==> config.mk <==
export PLATFORM = sky130hd
export DESIGN_NAME = parity_frame_tx
export DESIGN_NICKNAME = d
export VERILOG_FILES = /design/src/rtl/parity_frame_tx.sv
export SDC_FILE = /design/constraint.sdc
export NUM_CORES = 1
export LEC_CHECK = 0
export ABC_AREA = 1
export CAP_MARGIN = 5
export CORE_MARGIN = 5
export CORE_UTILIZATION = 45
export DETAILED_ROUTE_END_ITERATION = 8
export PLACE_DENSITY = 0.68
export SYNTH_ARGS = -nofsm -noshare
export SYNTH_HDL_FRONTEND = slang
export SYNTH_SLANG_ARGS = --single-unit
==> constraint.sdc <==
create_clock -name clk -period 2.8 [get_ports clk]
set_input_delay 0.84 -clock clk [delete_from_list [all_inputs] [get_ports clk]]
set_output_delay 0.84 -clock clk [all_outputs]
set_load 0.005 [all_outputs]
==> src/rtl/parity_frame_tx.sv <==
// Serialiser for a data word plus its parity bit: start(0), data LSB-first, parity, stop(1).
// Optional input-parity checker enabled by defining PARITY_FRAME_TX_CHECK_EN.
module parity_frame_tx #(
  parameter int DATA_W       = 3,
  parameter int CLKS_PER_BIT = 4
) (
  input  logic              clk,
  input  logic              rst,
  input  logic              in_valid,
  output logic              in_ready,
  input  logic [DATA_W-1:0] in_data,
  input  logic              in_par,
  output logic              tx,
  output logic              busy,
  output logic              done,
  output logic              par_err
);

  localparam int CW = $clog2(CLKS_PER_BIT) + 1;
  localparam int IW = (DATA_W > 1) ? $clog2(DATA_W) : 1;
  localparam logic [CW-1:0] CNT_LAST = CW'(CLKS_PER_BIT - 1);
  localparam logic [IW-1:0] IDX_LAST = IW'(DATA_W - 1);

  localparam logic [2:0] IDLE   = 3'd0;
  localparam logic [2:0] START  = 3'd1;
  localparam logic [2:0] DATA   = 3'd2;
  localparam logic [2:0] PARITY = 3'd3;
  localparam logic [2:0] STOP   = 3'd4;

  logic [2:0]        state;
  logic [CW-1:0]     cnt;
  logic [IW-1:0]     idx;
  logic [IW-1:0]     idx_next;
  logic [DATA_W-1:0] data_q;
  logic              par_q;
  logic              bit_end;

  assign in_ready = (state == IDLE);
  assign bit_end  = (cnt == CNT_LAST);
  assign idx_next = idx + 1'b1;

  always_ff @(posedge clk or posedge rst) begin
    if (rst) begin
      state  <= IDLE;
      cnt    <= '0;
      idx    <= '0;
      data_q <= '0;
      par_q  <= 1'b0;
      tx     <= 1'b1;
      busy   <= 1'b0;
      done   <= 1'b0;
    end else begin
      done <= 1'b0;
      case (state)
        IDLE: begin
          tx <= 1'b1;
          if (in_valid) begin
            data_q <= in_data;
            par_q  <= in_par;
            cnt    <= '0;
            idx    <= '0;
            state  <= START;
            tx     <= 1'b0;
            busy   <= 1'b1;
          end
        end
        START: begin
          if (bit_end) begin
            cnt   <= '0;
            state <= DATA;
            tx    <= data_q[0];
          end else begin
            cnt <= cnt + 1'b1;
          end
        end
        DATA: begin
          if (bit_end) begin
            cnt <= '0;
            if (idx == IDX_LAST) begin
              idx   <= '0;
              state <= PARITY;
              tx    <= par_q;
            end else begin
              idx <= idx_next;
              tx  <= data_q[idx_next];
            end
          end else begin
            cnt <= cnt + 1'b1;
          end
        end
        PARITY: begin
          if (bit_end) begin
            cnt   <= '0;
            state <= STOP;
            tx    <= 1'b1;
          end else begin
            cnt <= cnt + 1'b1;
          end
        end
        STOP: begin
          // done lands in the first IDLE cycle, where in_ready is already high
          if (bit_end) begin
            cnt   <= '0;
            state <= IDLE;
            busy  <= 1'b0;
            done  <= 1'b1;
          end else begin
            cnt <= cnt + 1'b1;
          end
        end
        default: begin
          state <= IDLE;
          cnt   <= '0;
          idx   <= '0;
          tx    <= 1'b1;
          busy  <= 1'b0;
        end
      endcase
    end
  end

`ifdef PARITY_FRAME_TX_CHECK_EN
  always_ff @(posedge clk or posedge rst) begin
    if (rst)
      par_err <= 1'b0;
    else if (in_valid && in_ready)
      par_err <= in_par ^ (^in_data);
  end
`else
  assign par_err = 1'b0;
`endif

endmodule
==> impl_metrics.py, run 1 <==
metrics = {
    "status": {
        "status": "finished, violations left",
        "violations": "DRC",
    },
    "timing": {
        "setup_tns_ns": 0,
        "setup_viol": 0,
        "drv_slew": 0,
        "final.min_clock_period_ns": 2.44,
        "rsz0062_at_grt": "false",
        "clock_skew_ns": 0.00394,
        "fmax_mhz": 410,
        "finalHoldViolCount": 0,
        "max_slew.worst_pin.slew_ns": 0.561,
        "setup_slack_ns": 0.360,
        "finalCritPeriodShare_pct": 87.2,
        "slew_headroom_pct": 62.6,
    },
    "clock_network": {
        "clkTransAtPathRegs_ns": 0.09,
        "post_cts.repair.setup_buffers": 0,
        "cts_tree": "done",
        "cts_resized": 0,
        "clk_latency_ns": 0.28,
        "numCtsBuffers": 3,
        "cts_hold_buf": 0,
        "numClockSinks": 15,
        "max-clock-path-buffers": 2,
        "htree_num_levels": 1,
        "root_buffer": "clkbuf_4",
    },
    "drt": {
        "avgViaCountPerCell": 4.67,
        "drt_iter0_drc": 13,
        "wire_per_inst_um": 10.6,
        "first_pass_iters": 7,
        "wirelength_um": 1630,
        "route.detailed.drc": 1,
        "vias": 714,
        "ant_nets": 0,
    },
    "worst_hold_path": {
        "min_path_type": "reg -> reg",
        "hold_end": "busy$_DFFE_PP0P_",
        "min_path_cells": 2,
        "min_from": "busy$_DFFE_PP0P_",
    },
    "logic_synthesis": {
        "ys_seq_area_share_pct": 43.4,
        "avgSynthCellArea_um2": 7.54,
        "post_synth_instance_area_um2": 867,
        "synth_compound_area_share_pct": 5.48,
        "yosys.area_share.simple_pct": 37.1,
        "yosys-top-cells-area": "dfrtp_1 40%, nand2_1 17%, ha_1 5.8%",
        "synthesis.instances": 115,
        "synth_top_cell_by_area": "dfrtp_1",
        "synth_fa_ha_area_share_pct": 5.77,
        "synth_xor_area_share_pct": 0,
        "ys_seq_elements": 15,
        "synth_mux_area_share_pct": 0,
        "synth_nets": 126,
        "synth_top_area_share_pct": 40.4,
        "synth_top_family_by_area": "simple AND/OR/NAND/NOR gates",
        "synth_cell_types": 20,
        "yosys_warnings": 0,
    },
    "die": {
        "pin_count": 12,
        "start_util_pct": 48.6,
        "core_area_um2": 1780,
        "die_height_um": 53.9,
        "die_x_um": 53.9,
        "rows": 15,
        "die-area_um2": 2900,
    },
    "critical_path": {
        "reg2reg_depth": 10,
        "critPathKind": "reg -> out",
        "critical_path.startpoint_type": "register",
        "arrival_ns": 1.60,
        "r2r_start": "idx[0]$_DFFE_PP0P_",
        "worstPathRequired_ns": 1.96,
        "worstPathMaxFanout": 5,
        "endpoint_kind": "primary output",
        "worstReg2RegEnd": "tx$_DFFE_PP1P_",
        "r2r_slack_ns": 1.47,
    },
    "final_layout": {
        "drive_above_1_share_pct": 14.8,
        "nets": 140,
        "final_common_cell": "nand2_1",
        "fin_area_um2": 1020,
        "area_growth_pct": 17.3,
        "n_antenna_cell": 0,
        "most-common-layout-cells": "39 x nand2_1, 14 x dfrtp_1, 11 x inv_1",
        "final_cells": 153,
    },
    "global_routing": {
        "grt_max_degree": 16,
        "grt_usage_pct": 13.7,
        "overflow": 0,
        "grt_pass1_vias": 693,
        "grt_first_pass_wirelength_um": 2900,
        "grt_antenna_before_repair": 0,
    },
    "power": {
        "peakVddDrop_mv": 0.614,
        "powerDensity_nw_per_um2": 1100,
        "leakagePower_nw": 0.523,
    },
    "place": {
        "hpwlAfterDp_um": 1300,
        "placed_cell_area_um2": 991,
        "place.gp.congestion": 0.781,
        "placedCellCount": 149,
        "place_ws_ns": 0.674,
        "port_buffers": 10,
    },
    "run": {
        "maxCapViolations": 0,
    },
}
==> flip-flops by register name, summed over array words and instances, names as in the netlist <==
register	cells
data_q	3
done	1
par_q	1
idx	2
busy	1
cnt	3
state	3
tx	1
==> how the worst max path moves through the flow <==
stage                to  slack [ns]            startpoint
3_5_place_dp   in_ready        0.67  state[0]$_DFFE_PP0P_
4_1_cts        in_ready        0.35  state[0]$_DFFE_PP0P_
2_1_floorplan  in_ready        1.24  state[0]$_DFFE_PP0P_
3_3_place_gp   in_ready        0.70  state[0]$_DFFE_PP0P_
5_1_grt        in_ready        0.28  state[0]$_DFFE_PP0P_
6_report       in_ready        0.36  state[0]$_DFFE_PP0P_
==> synthesized netlist by cell type (all sizes together) <==
master,number
nor3,2
ha,4
a21oi,3
dfstp,1
conb,1
o21ai,5
nand2,45
o211ai,1
nor2,12
dfrtp,14
buf,1
inv,16
nand3,10
==> power breakdown <==
| part | internal, mW | switching (mW) |
|---|---|---|
| Combinational | 0.240 | 0.374 |
| Sequential | 0.308 | 0.0719 |
| Clock | 0.0552 | 0.0667 |
==> worst max-delay path: stages (launching register included) <==
cell and delay [ns]:
dfrtp_1 0.44, inv_2 0.11, nand2_4 0.08, nor2_4 0.16, clkdlybuf4s50_1 0.53
==> routing by layer <==
layer  GRT usage [%]  vias to the layer above  share of wire (%)
li1                -                      378                  -
met4            5.11                        0               0.86
met5               0                        -                  0
met1            17.6                      315                 50
met2            22.0                       19                 44
met3            3.60                        2                4.5
==> logic make-up (layout without fill, tap and decap cells) <==
logic type      Yosys count  count (layout)
simple gates             69              69
flops                    15              15
buf+inv                  17              30
other cells               1               1
fa+ha+maj                 4               4
compound gates            9               9
==> through the flow <==
stage | hold slack (ns) | total power, mW | utilization [%]
finish | 0.480 | 1.12 | 57.1
CTS | 0.491 | 1.13 | 57.1
floorplan | 0.442 | 0.841 | -
global placement | 0.463 | 0.988 | 55.6
detailed placement | 0.465 | 1.00 | 55.6
global route | 0.520 | 1.25 | 57.1
==> area by class of cell <==
type / count / area, µm²
timing repair buffer: 10 / 100
sequential: 15 / 377
tap: 25 / 31.3
multi-input combinational: 83 / 423
inverter: 16 / 60.1
fill: 171 / 766
clock buffer: 4 / 26.3
Note: power is estimated with default switching activity, not from simulation.
==> run 2: changes to the inputs <==
--- a/config.mk
+++ b/config.mk
@@ -7,10 +7,12 @@
 export LEC_CHECK = 0
 export ABC_AREA = 1
 export CAP_MARGIN = 5
+export CELL_PAD_IN_SITES_DETAIL_PLACEMENT = 1
+export CELL_PAD_IN_SITES_GLOBAL_PLACEMENT = 2
 export CORE_MARGIN = 5
-export CORE_UTILIZATION = 45
+export CORE_UTILIZATION = 32
 export DETAILED_ROUTE_END_ITERATION = 8
-export PLACE_DENSITY = 0.68
+export PLACE_DENSITY_LB_ADDON = 0.1
 export SYNTH_ARGS = -nofsm -noshare
 export SYNTH_HDL_FRONTEND = slang
 export SYNTH_SLANG_ARGS = --single-unit
==> run 2 against run 1 <==
Effect of this change: the run now ends clean; hold slack better by 0.0055 ns; routed wire length is 26% higher; final area is 0.74% higher; fmax shrank 1.3%; sequential cell count is the same; first-iteration DRC count up 46%; global-route usage down 1.1 points; utilization shrank 17 points; critical path type unchanged; critical endpoint unchanged.
==> impl_metrics.py, run 2 (same netlist as run 1, synthesis figures left out) <==
metrics = {
    "place": {
        "placed_cell_area_um2": 997,
        "place_ws_ns": 0.650,
        "hpwlAfterDp_um": 1670,
        "placedCellCount": 154,
        "place.gp.congestion": 0.733,
        "port_buffers": 10,
    },
    "power": {
        "power_frac_comb_pct": 55.3,
        "p_seq_share_pct": 33.1,
        "leakagePower_nw": 0.526,
        "power_switching_mw": 0.556,
        "swShare_pct": 48.1,
        "clockPowerShare_pct": 11.6,
        "powerDensity_nw_per_um2": 1130,
        "peakVddDrop_mv": 0.600,
        "intPower_mw": 0.600,
        "power_mw": 1.16,
    },
    "timing": {
        "finalCritPeriodShare_pct": 88.3,
        "setup_viol": 0,
        "max_slew.worst_pin.slew_ns": 0.601,
        "finalHoldViolCount": 0,
        "drv_slew": 0,
        "rsz0062_at_grt": "false",
        "fmax_mhz": 404,
        "setup_slack_ns": 0.327,
        "clock_skew_ns": 0.0101,
        "setup_tns_ns": 0,
        "whs_ns": 0.485,
        "final.min_clock_period_ns": 2.47,
        "slew_headroom_pct": 59.9,
    },
    "critical_path": {
        "slowest_delay_ns": 0.53,
        "worstPathRequired_ns": 1.96,
        "endpoint_kind": "primary output",
        "crit_path_top_delay_cell": "clkdlybuf4s50_1",
        "crit_chain": "inv_2 -> nand2_4 -> nor2_4 -> clkdlybuf4s50_1",
        "worstPathMaxFanout": 5,
        "critPathKind": "reg -> out",
        "arrival_ns": 1.63,
        "critical_path.startpoint_type": "register",
    },
    "final_layout": {
        "drive_above_1_share_pct": 15.6,
        "fin_area_um2": 1020,
        "most-common-layout-cells": "39 x nand2_1, 14 x dfrtp_1, 11 x inv_1",
        "n_antenna_cell": 0,
        "fill_cells": 319,
        "utilization_pct": 40.3,
        "reg_top3": "cnt x3, data_q x3, state x3",
        "final_cells": 158,
        "area_growth_pct": 18.2,
        "nets": 140,
        "final_common_cell": "nand2_1",
    },
    "status": {
        "status": "complete, no violations",
    },
    "drt": {
        "drt_iter0_drc": 19,
        "first_pass_iters": 3,
        "ant_nets": 0,
        "route.detailed.drc": 0,
        "wirelength_um": 2050,
        "avgViaCountPerCell": 4.57,
        "wire_per_inst_um": 13.0,
        "vias": 722,
    },
    "clock_network": {
        "cts_hold_buf": 0,
        "htree_num_levels": 1,
        "clk_latency_ns": 0.30,
        "root_buffer": "clkbuf_4",
        "numCtsBuffers": 3,
        "cts_resized": 0,
        "post_cts.repair.setup_buffers": 0,
        "clkTransAtPathRegs_ns": 0.11,
        "numClockSinks": 15,
        "cts_tree": "done",
        "max-clock-path-buffers": 2,
    },
    "global_routing": {
        "grt_max_degree": 16,
        "grt_first_pass_wirelength_um": 3390,
        "grt_antenna_before_repair": 0,
        "grt_usage_pct": 12.7,
        "grt_pass1_vias": 764,
        "overflow": 0,
    },
    "die": {
        "die_x_um": 62.1,
        "die-area_um2": 3850,
        "core_area_um2": 2540,
        "die_height_um": 62.1,
        "start_util_pct": 34.1,
        "pin_count": 12,
        "rows": 18,
    },
    "run": {
        "maxCapViolations": 0,
    },
    "worst_hold_path": {
        "min_path_type": "reg -> reg",
    },
}
## run 2: cell types whose count changed in the layout (fill, tap and decap cells not counted), sizes merged
cell,delta
clkinv,+1
clkbuf,-1
## run 2: routing by layer
metal	up-vias	wire (µm)	track usage, %
met2	12	888	19.8
met3	5	70	2.69
met4	0	53	7.27
met5	-	0	0
met1	327	1040	16.0
li1	378	-	-
## run 2: power by group through the flow
stage / logic [mW] / registers [mW] / clock network [mW]
after floorplan: 0.471 / 0.370 / 0
after global placement: 0.637 / 0.385 / 0
after detailed placement: 0.650 / 0.389 / 0
after CTS: 0.652 / 0.385 / 0.142
after global routing: 0.734 / 0.394 / 0.149
final: 0.639 / 0.383 / 0.135
## run 2: cell type report
class                   instances  area, µm²  share of cell area [%]
well taps                      30       37.5                    3.66
inverters                      16       60.1                    5.86
clock inverters                 1       5.00                   0.488
clock buffers                   3       22.5                    2.20
flip-flops and latches         15        377                    36.8
repair buffers                 10        100                    9.77
multi-input cells              83        423                    41.3
## run 2: worst max-delay path, delay by kind of cell, from the launching register on
family                 cells  cell delay (ns)
AND/OR/NAND/NOR            2             0.25
buffers and inverters      2             0.64
flip-flops                 1             0.44
## run 2: final timing paths
kind,from,endpoint,slack (ns),depth (start not counted)
min in group asynchronous,rst,idx[1]$_DFFE_PP0P_,0.89,2
max in group asynchronous,rst,state[1]$_DFFE_PP0P_,1.51,2
setup reg to reg,state[2]$_DFFE_PP0P_,state[0]$_DFFE_PP0P_,1.44,8
hold reg to reg,busy$_DFFE_PP0P_,busy$_DFFE_PP0P_,0.49,2
hold / removal,busy$_DFFE_PP0P_,busy$_DFFE_PP0P_,0.49,2
setup / recovery,state[0]$_DFFE_PP0P_,in_ready,0.33,4
